[src/rtl/comp_share_nibble_acc.sv]
// Serial nibble multiplier front-end: issues coef nibbles (LSB first) to the shared base block
// and accumulates the shifted, sign-extended partial products into a full signed product.
module comp_share_nibble_acc #(
    parameter int IN_DATA_WIDTH = 17,
    parameter int PP_WIDTH      = 21,
    parameter int COEF_WIDTH    = 16,
    parameter int ACC_WIDTH     = 33
) (
    input  logic                     clk,
    input  logic                     reset,
    input  logic                     start,
    input  logic [IN_DATA_WIDTH-1:0] in_data,
    input  logic [COEF_WIDTH-1:0]    coef,
    output logic                     busy,
    output logic [IN_DATA_WIDTH-1:0] pp_in_data,
    output logic [3:0]               pp_polynomial,
    output logic                     pp_req,
    input  logic [PP_WIDTH-1:0]      pp_data,
    input  logic                     pp_vld,
    output logic [ACC_WIDTH-1:0]     product,
    output logic                     product_vld
);

    localparam int NIB = COEF_WIDTH / 4;
    localparam int KW  = (NIB > 1) ? $clog2(NIB) : 1;

    typedef enum logic [1:0] {
        IDLE  = 2'd0,
        ISSUE = 2'd1,
        WAIT  = 2'd2,
        DONE  = 2'd3
    } state_t;

    state_t                  state;
    logic [KW-1:0]           k;
    logic [COEF_WIDTH-1:0]   coef_l;
    logic [ACC_WIDTH-1:0]    acc;

    function automatic logic [3:0] nibble_of(input logic [COEF_WIDTH-1:0] c,
                                             input logic [KW-1:0]         idx);
        logic [COEF_WIDTH-1:0] s;
        s = c >> {idx, 2'b00};
        return s[3:0];
    endfunction

    // Partial product weight is 16^k; sign-extend first so negative samples shift correctly.
    function automatic logic [ACC_WIDTH-1:0] scaled_pp(input logic [PP_WIDTH-1:0] pp,
                                                       input logic [KW-1:0]       idx);
        logic [ACC_WIDTH-1:0] ext;
        ext = {{(ACC_WIDTH-PP_WIDTH){pp[PP_WIDTH-1]}}, pp};
        return ext << {idx, 2'b00};
    endfunction

    // Sequencer: one nibble outstanding at a time, all outputs registered.
    always_ff @(posedge clk) begin
        if (reset) begin
            state         <= IDLE;
            k             <= '0;
            coef_l        <= '0;
            acc           <= '0;
            product       <= '0;
            pp_in_data    <= '0;
            pp_polynomial <= 4'd0;
            busy          <= 1'b0;
            pp_req        <= 1'b0;
            product_vld   <= 1'b0;
        end else begin
            pp_req      <= 1'b0;
            product_vld <= 1'b0;
            case (state)
                IDLE: begin
                    // busy is still high in the cycle after DONE, which blocks a start there
                    if (start && !busy) begin
                        coef_l        <= coef;
                        pp_in_data    <= in_data;
                        pp_polynomial <= coef[3:0];
                        acc           <= '0;
                        k             <= '0;
                        busy          <= 1'b1;
                        state         <= ISSUE;
                    end else begin
                        busy <= 1'b0;
                    end
                end
                ISSUE: begin
                    pp_req <= 1'b1;
                    state  <= WAIT;
                end
                WAIT: begin
                    if (pp_vld) begin
                        acc <= acc + scaled_pp(pp_data, k);
                        if (k == KW'(NIB - 1)) begin
                            state <= DONE;
                        end else begin
                            k             <= k + KW'(1'b1);
                            pp_polynomial <= nibble_of(coef_l, k + KW'(1'b1));
                            state         <= ISSUE;
                        end
                    end else begin
                        state <= WAIT;
                    end
                end
                DONE: begin
                    product     <= acc;
                    product_vld <= 1'b1;
                    state       <= IDLE;
                end
                default: begin
                    state <= IDLE;
                end
            endcase
        end
    end

endmodule

[config.mk]
export PLATFORM = sky130hd
export DESIGN_NAME = comp_share_nibble_acc
export DESIGN_NICKNAME = d
export VERILOG_FILES = /design/src/rtl/comp_share_nibble_acc.sv
export SDC_FILE = /design/constraint.sdc
export NUM_CORES = 1
export LEC_CHECK = 0
export ABC_AREA = 0
export BUFFER_PORTS_ARGS = -buffer_cell sky130_fd_sc_hd__buf_4
export CORE_MARGIN = 8
export CORE_UTILIZATION = 25
export DETAILED_ROUTE_END_ITERATION = 7
export PLACE_DENSITY_LB_ADDON = 0.08
export REMOVE_ABC_BUFFERS = 1
export SYNTH_ARGS = -nofsm -noshare
export SYNTH_HDL_FRONTEND = slang
export SYNTH_SLANG_ARGS = --single-unit
[constraint.sdc]
create_clock -name clk -period 5.1 [get_ports clk]
set_input_delay 0.765 -clock clk [delete_from_list [all_inputs] [get_ports clk]]
set_output_delay 0.765 -clock clk [all_outputs]
set_load 0.005 [all_outputs]
# Yosys cells after proc, flatten, opt, wreduce, memory -nomap -nowiden
# Cells that the tools add are included.
# word_totals
ff_bits	110
latchBits	0
ram_bits	0
rom_bits	0
inputBits	58
out_inout_bits	57
wordCells	46
memories	0
# op_classes
addsub	2
mul	0
n_div	0
order_cmp	0
eq_ne	7
shift	2
muxes	18
bitwise	0
n_reduce_logical	7
# ops
operator	count
$mux 33	2
$pmux 33 s2	1
$add 33x33->33	1
$shl 33x4->33	1
$shr 16x4->4	1
$mux 2	6
$mux 4	3
$pmux 2 s4	1
$pmux 4 s2	1
$eq 2x2->1 const B	3
$ne 2x2->1 const B	3
$pmux 2 s2	1
$reduce_and 4->1	1
$mux 1	3
$reduce_and 3->1	1
$add 2x1->2 const B	1
$eq 2x1->1 const B	1
$logic_not 2->1	1
$reduce_and 2->1	1
$reduce_bool 2->1	1
$logic_and 1x1->1	1
$logic_not 1->1	1

# Longest topological paths before layout
# logic_depth
ltp_word	5
mapped_depth	15
depth_no_buf	13

# Worst setup path after synthesis
# Ideal clock, no wire load.
# synth_path
path_kind	register -> register
from	register k[0]
to	register acc[29]
setup_ns	0.117
arrival_time_ns	3.477
required_time_ns	4.983
slack_ns	1.506
stages_incl_launch_ff	13
n_path_buf	2
period_less_slack_ns	3.594
path_cell_list	dfxtp_1 > clkbuf_1 > clkbuf_1 > mux2i_1 > mux2i_1 > ha_1 > a211oi_2 > o211ai_1 > a221o_1 > a221o_1 > a221oi_2 > mux2i_1 > nand2_1
# synth_between
elab_chain_cells	4
# synth_rtl
element	line_no	source
start: declaration	35	logic [KW-1:0] k;
start signal: assignment	95	k <= k + KW'(1'b1);
$shl 33x4->33	51	return ext << {idx, 2'b00};
$add 33x33->33	91	acc <= acc + scaled_pp(pp_data, k);
$mux 33	90	if (pp_vld) begin
$pmux 33 s2	70	case (state)
end signal: assignment	91	
end: declaration	37	logic [ACC_WIDTH-1:0] acc;
# Every way passes these cells. The select of a mux whose other input is x is not followed.
# A chain may end at the register's enable or synchronous reset.

# Worst setup path in the final report
# Ends and elaborated chain as after synthesis.

==> summary.txt <==
Placement
  – Buffers added on ports: 114
  – Post-detail-place hpwl: 14780 um
  – Final GP Congestion: 0.8078
  – Pre-CTS setup slack: 1358 ps

Critical path
  – Critical path endpoint category: register
  – Critical path type: register to register
  – Crit path launch type: register
  – Critical R2R Launch: k[0]
  – R2r setup slk: 1400 ps
  – Worst Path Arrival: 3960 ps
  – Worst Path Required: 5360 ps
  – Critical path startpoint: k[0]
  – CP Max Fanout: 20

Drt
  – Post-Route WL: 19790 um
  – Drt first-iter violations: 280
  – DR DRC count: 0
  – Wirelength per Cell: 16.34 um
  – Via Count: 5679
  – Drt pass-1 iters: 4
  – DR vias/cell: 4.690
  – DRT antenna net count: 0

Finish
  – Nets@finish: 974
  – Fin util: 31.50%
  – Antenna fix cells: 0
  – Synthesis-to-layout area growth: 23.85%
  – Layout cells sized above 1: 19.05%

Yosys
  – Number of synthesized flops with an enable pin: 0
  – Register area share after synthesis: 35.61%
  – Cells after synthesis: 794
  – Synth Warn #: 0
  – Synthesized area: 6185 um^2
  – Distinct cells, synth: 58
  – Most used DFF post-synth: dfxtp_1
  – #FFs+latches synth: 110
  – Synth async-reset ratio: 0%
  – Avg Inst Size Synth: 7.789 um^2

Pwr
  – Internal power: 1.381 mW
  – Comb pwr share: 16.6%
  – Worst VDD drop: 0.1291 mV
  – Cell Pwr Density: 260.1 nW/um^2
  – Leak Pwr: 3.019 nW
  – Clock network power share: 37.7%
  – Pwr Total: 1.992 mW
  – Switching Power: 0.6113 mW
  – Net Sw Frac: 30.68%
  – Flop pwr share: 45.7%

Min path
  – Worst hold path type: register to register
  – Hold path start: coef_l[6]

Timing
  – Final worst setup slack: 1398 ps
  – Setup TNS: 0 ps
  – Final setup viols: 0
  – Final period util: 72.59%
  – Slew HR: 36.42%
  – Worst Tran Pin Value: 952.7 ps
  – Final Critical Period: 3702 ps
  – Slew Viols, Final: 0
  – Unrepaired setup endpoints after global routing: no
  – Clk_skew: 16.76 ps
  – Final hold violation count: 0
  – Fmax: 270.1 MHz

Clock tree
  – CTS tree: built
  – CTS root buf: clkbuf_16
  – Post_cts resized: 0
  – Hold Buf Count CTS: 0
  – Clk slew on worst S/H paths: 80 ps
  – Htree depth: 3
  – CTS Buf Count: 9
  – Clk_lat worst skew: 370 ps
  – # clock sinks: 110
  – Post-CTS setup buffers: 0
  – Longest Clk Path Bufs: 2

Global route
  – Vias in the first global route: 5827
  – Initial antenna violation count: 0
  – GR Overflow Total: 0
  – Largest net degree at the start of global routing: 66
  – Global Route Usage Sum: 13.13%
  – First-pass GRT wire length: 32040 um

Floorplanning
  – Die height: 173.3 um
  – Die area: 30030 um^2
  – I/O Pins: 115
  – Die width: 173.3 um
  – Rows: 57
  – Core Area: 24320 um^2
  – Initial Util: 25.43%

Job
  – MaxCap Viol Count: 0

Outcome
  – Status: finished, final reports clean
-- worst max-delay path, cell delays in order (launching register included) --
cell,delay (ps)
dfxtp_2,640
buf_4,270
mux2i_1,310
mux2i_1,190
ha_1,390
a211oi_2,260
o211ai_1,150
a221o_1,360
a221o_1,470
a221oi_2,300
mux2i_1,210
nand2_1,50
-- state kept, by name (all words and copies together), names as in the netlist --
register / cells
pp_polynomial: 4
k: 2
pp_req: 1
state: 2
product: 33
busy: 1
product_vld: 1
coef_l: 16
acc: 33
pp_in_data: 17
-- area by class of cell --
type	count	area, um^2
fill	2640	16660
multi-input combinational	626	3766
sequential	110	2203
timing repair buffer	125	938.4
tap	324	405.4
clock buffer	9	225.2
clock inverter	7	83.83
inverter	10	37.54
-- synth_stat cells (5+ instances only) --
cell        n  area [um^2]
xnor2_1    10        87.58
nor2b_1    14        87.58
nor3_1      7        35.03
a211oi_1    6        45.04
nand2_1   194        728.2
nand3_1     7        35.03
o21ai_0    35        175.2
xor2_1     14        122.6
and2_1      5        31.28
dfxtp_1   110         2202
nand4_1     5        31.28
inv_1      10        37.54
nand2b_1    9        56.30
mux2i_1    20        200.2
a22oi_1    10        75.07
nor2_1     52        195.2
a21oi_1   126        630.6
clkbuf_1   45        168.9
ha_1       33        412.9
and3_1      6        37.54
mux4_2      8        180.2
-- cell usage in the layout (no fill, tap or decap), types with 5 or more instances in the layout --
master,synthesis,final
and3_1,6,6
xor2_1,14,14
nand2b_1,9,9
nand3_1,7,7
nand4_1,5,5
a22oi_1,10,10
xnor2_1,10,10
o21ai_0,35,35
and2_1,5,5
nor2_1,52,51
nor3_1,7,7
a211oi_1,6,6
mux2i_1,20,20
inv_1,10,10
nand2_1,194,194
dfxtp_1,110,109
mux4_2,8,8
a21oi_1,126,126
nor2b_1,14,14
buf_4,2,125
clkbuf_16,0,9
ha_1,33,33
-- worst paths after layout --
check              endpoint  cells past startpoint
setup / recovery    acc[29]                     11
hold / removal    coef_l[6]                      2
setup reg to reg    acc[29]                     11
hold reg to reg   coef_l[6]                      2
-- stage by stage --
stage / cells / hold slack [ps] / instance area, um^2
final: 1211 / 456.0 / 7660
after global routing: 1211 / 479.3 / 7660
after CTS: 1211 / 455.8 / 7660
after detailed placement: 1195 / 444.0 / 7351
after global placement: 1195 / 441.3 / 7351
after floorplan: 746 / 427.1 / 5997
-- routing by layer --
layer,up-vias,GRT usage [%],wire [um]
li1,2942,-,-
met1,2620,16.99,9405
met2,103,21.60,9315
met3,14,2.853,866
met4,0,3.701,204
met5,-,0,0
-- logic make-up (layout without fill, tap and decap cells) --
| group | count (synthesis) | after routing | share of synthesized area, % |
|---|---|---|---|
| XOR/XNOR | 24 | 24 | 3.399 |
| AND/OR/NAND/NOR | 314 | 314 | 21.81 |
| adder cells (fa/ha/maj) | 34 | 34 | 7.000 |
| multiplexers | 28 | 28 | 6.150 |
| buffers and inverters | 58 | 151 | 3.641 |
| flip-flops | 110 | 110 | 35.61 |
| AO/OA/AOI/OAI | 226 | 226 | 22.40 |
-- power groups by stage --
stage	Sequential [mW]	Clock, mW	Combinational (mW)
floorplan	0.929	0	0.187
global placement	0.931	0	0.341
detailed placement	0.931	0	0.338
CTS	0.912	0.787	0.339
global route	0.916	0.808	0.374
finish	0.911	0.751	0.330
(Power assumes the default switching activity.)
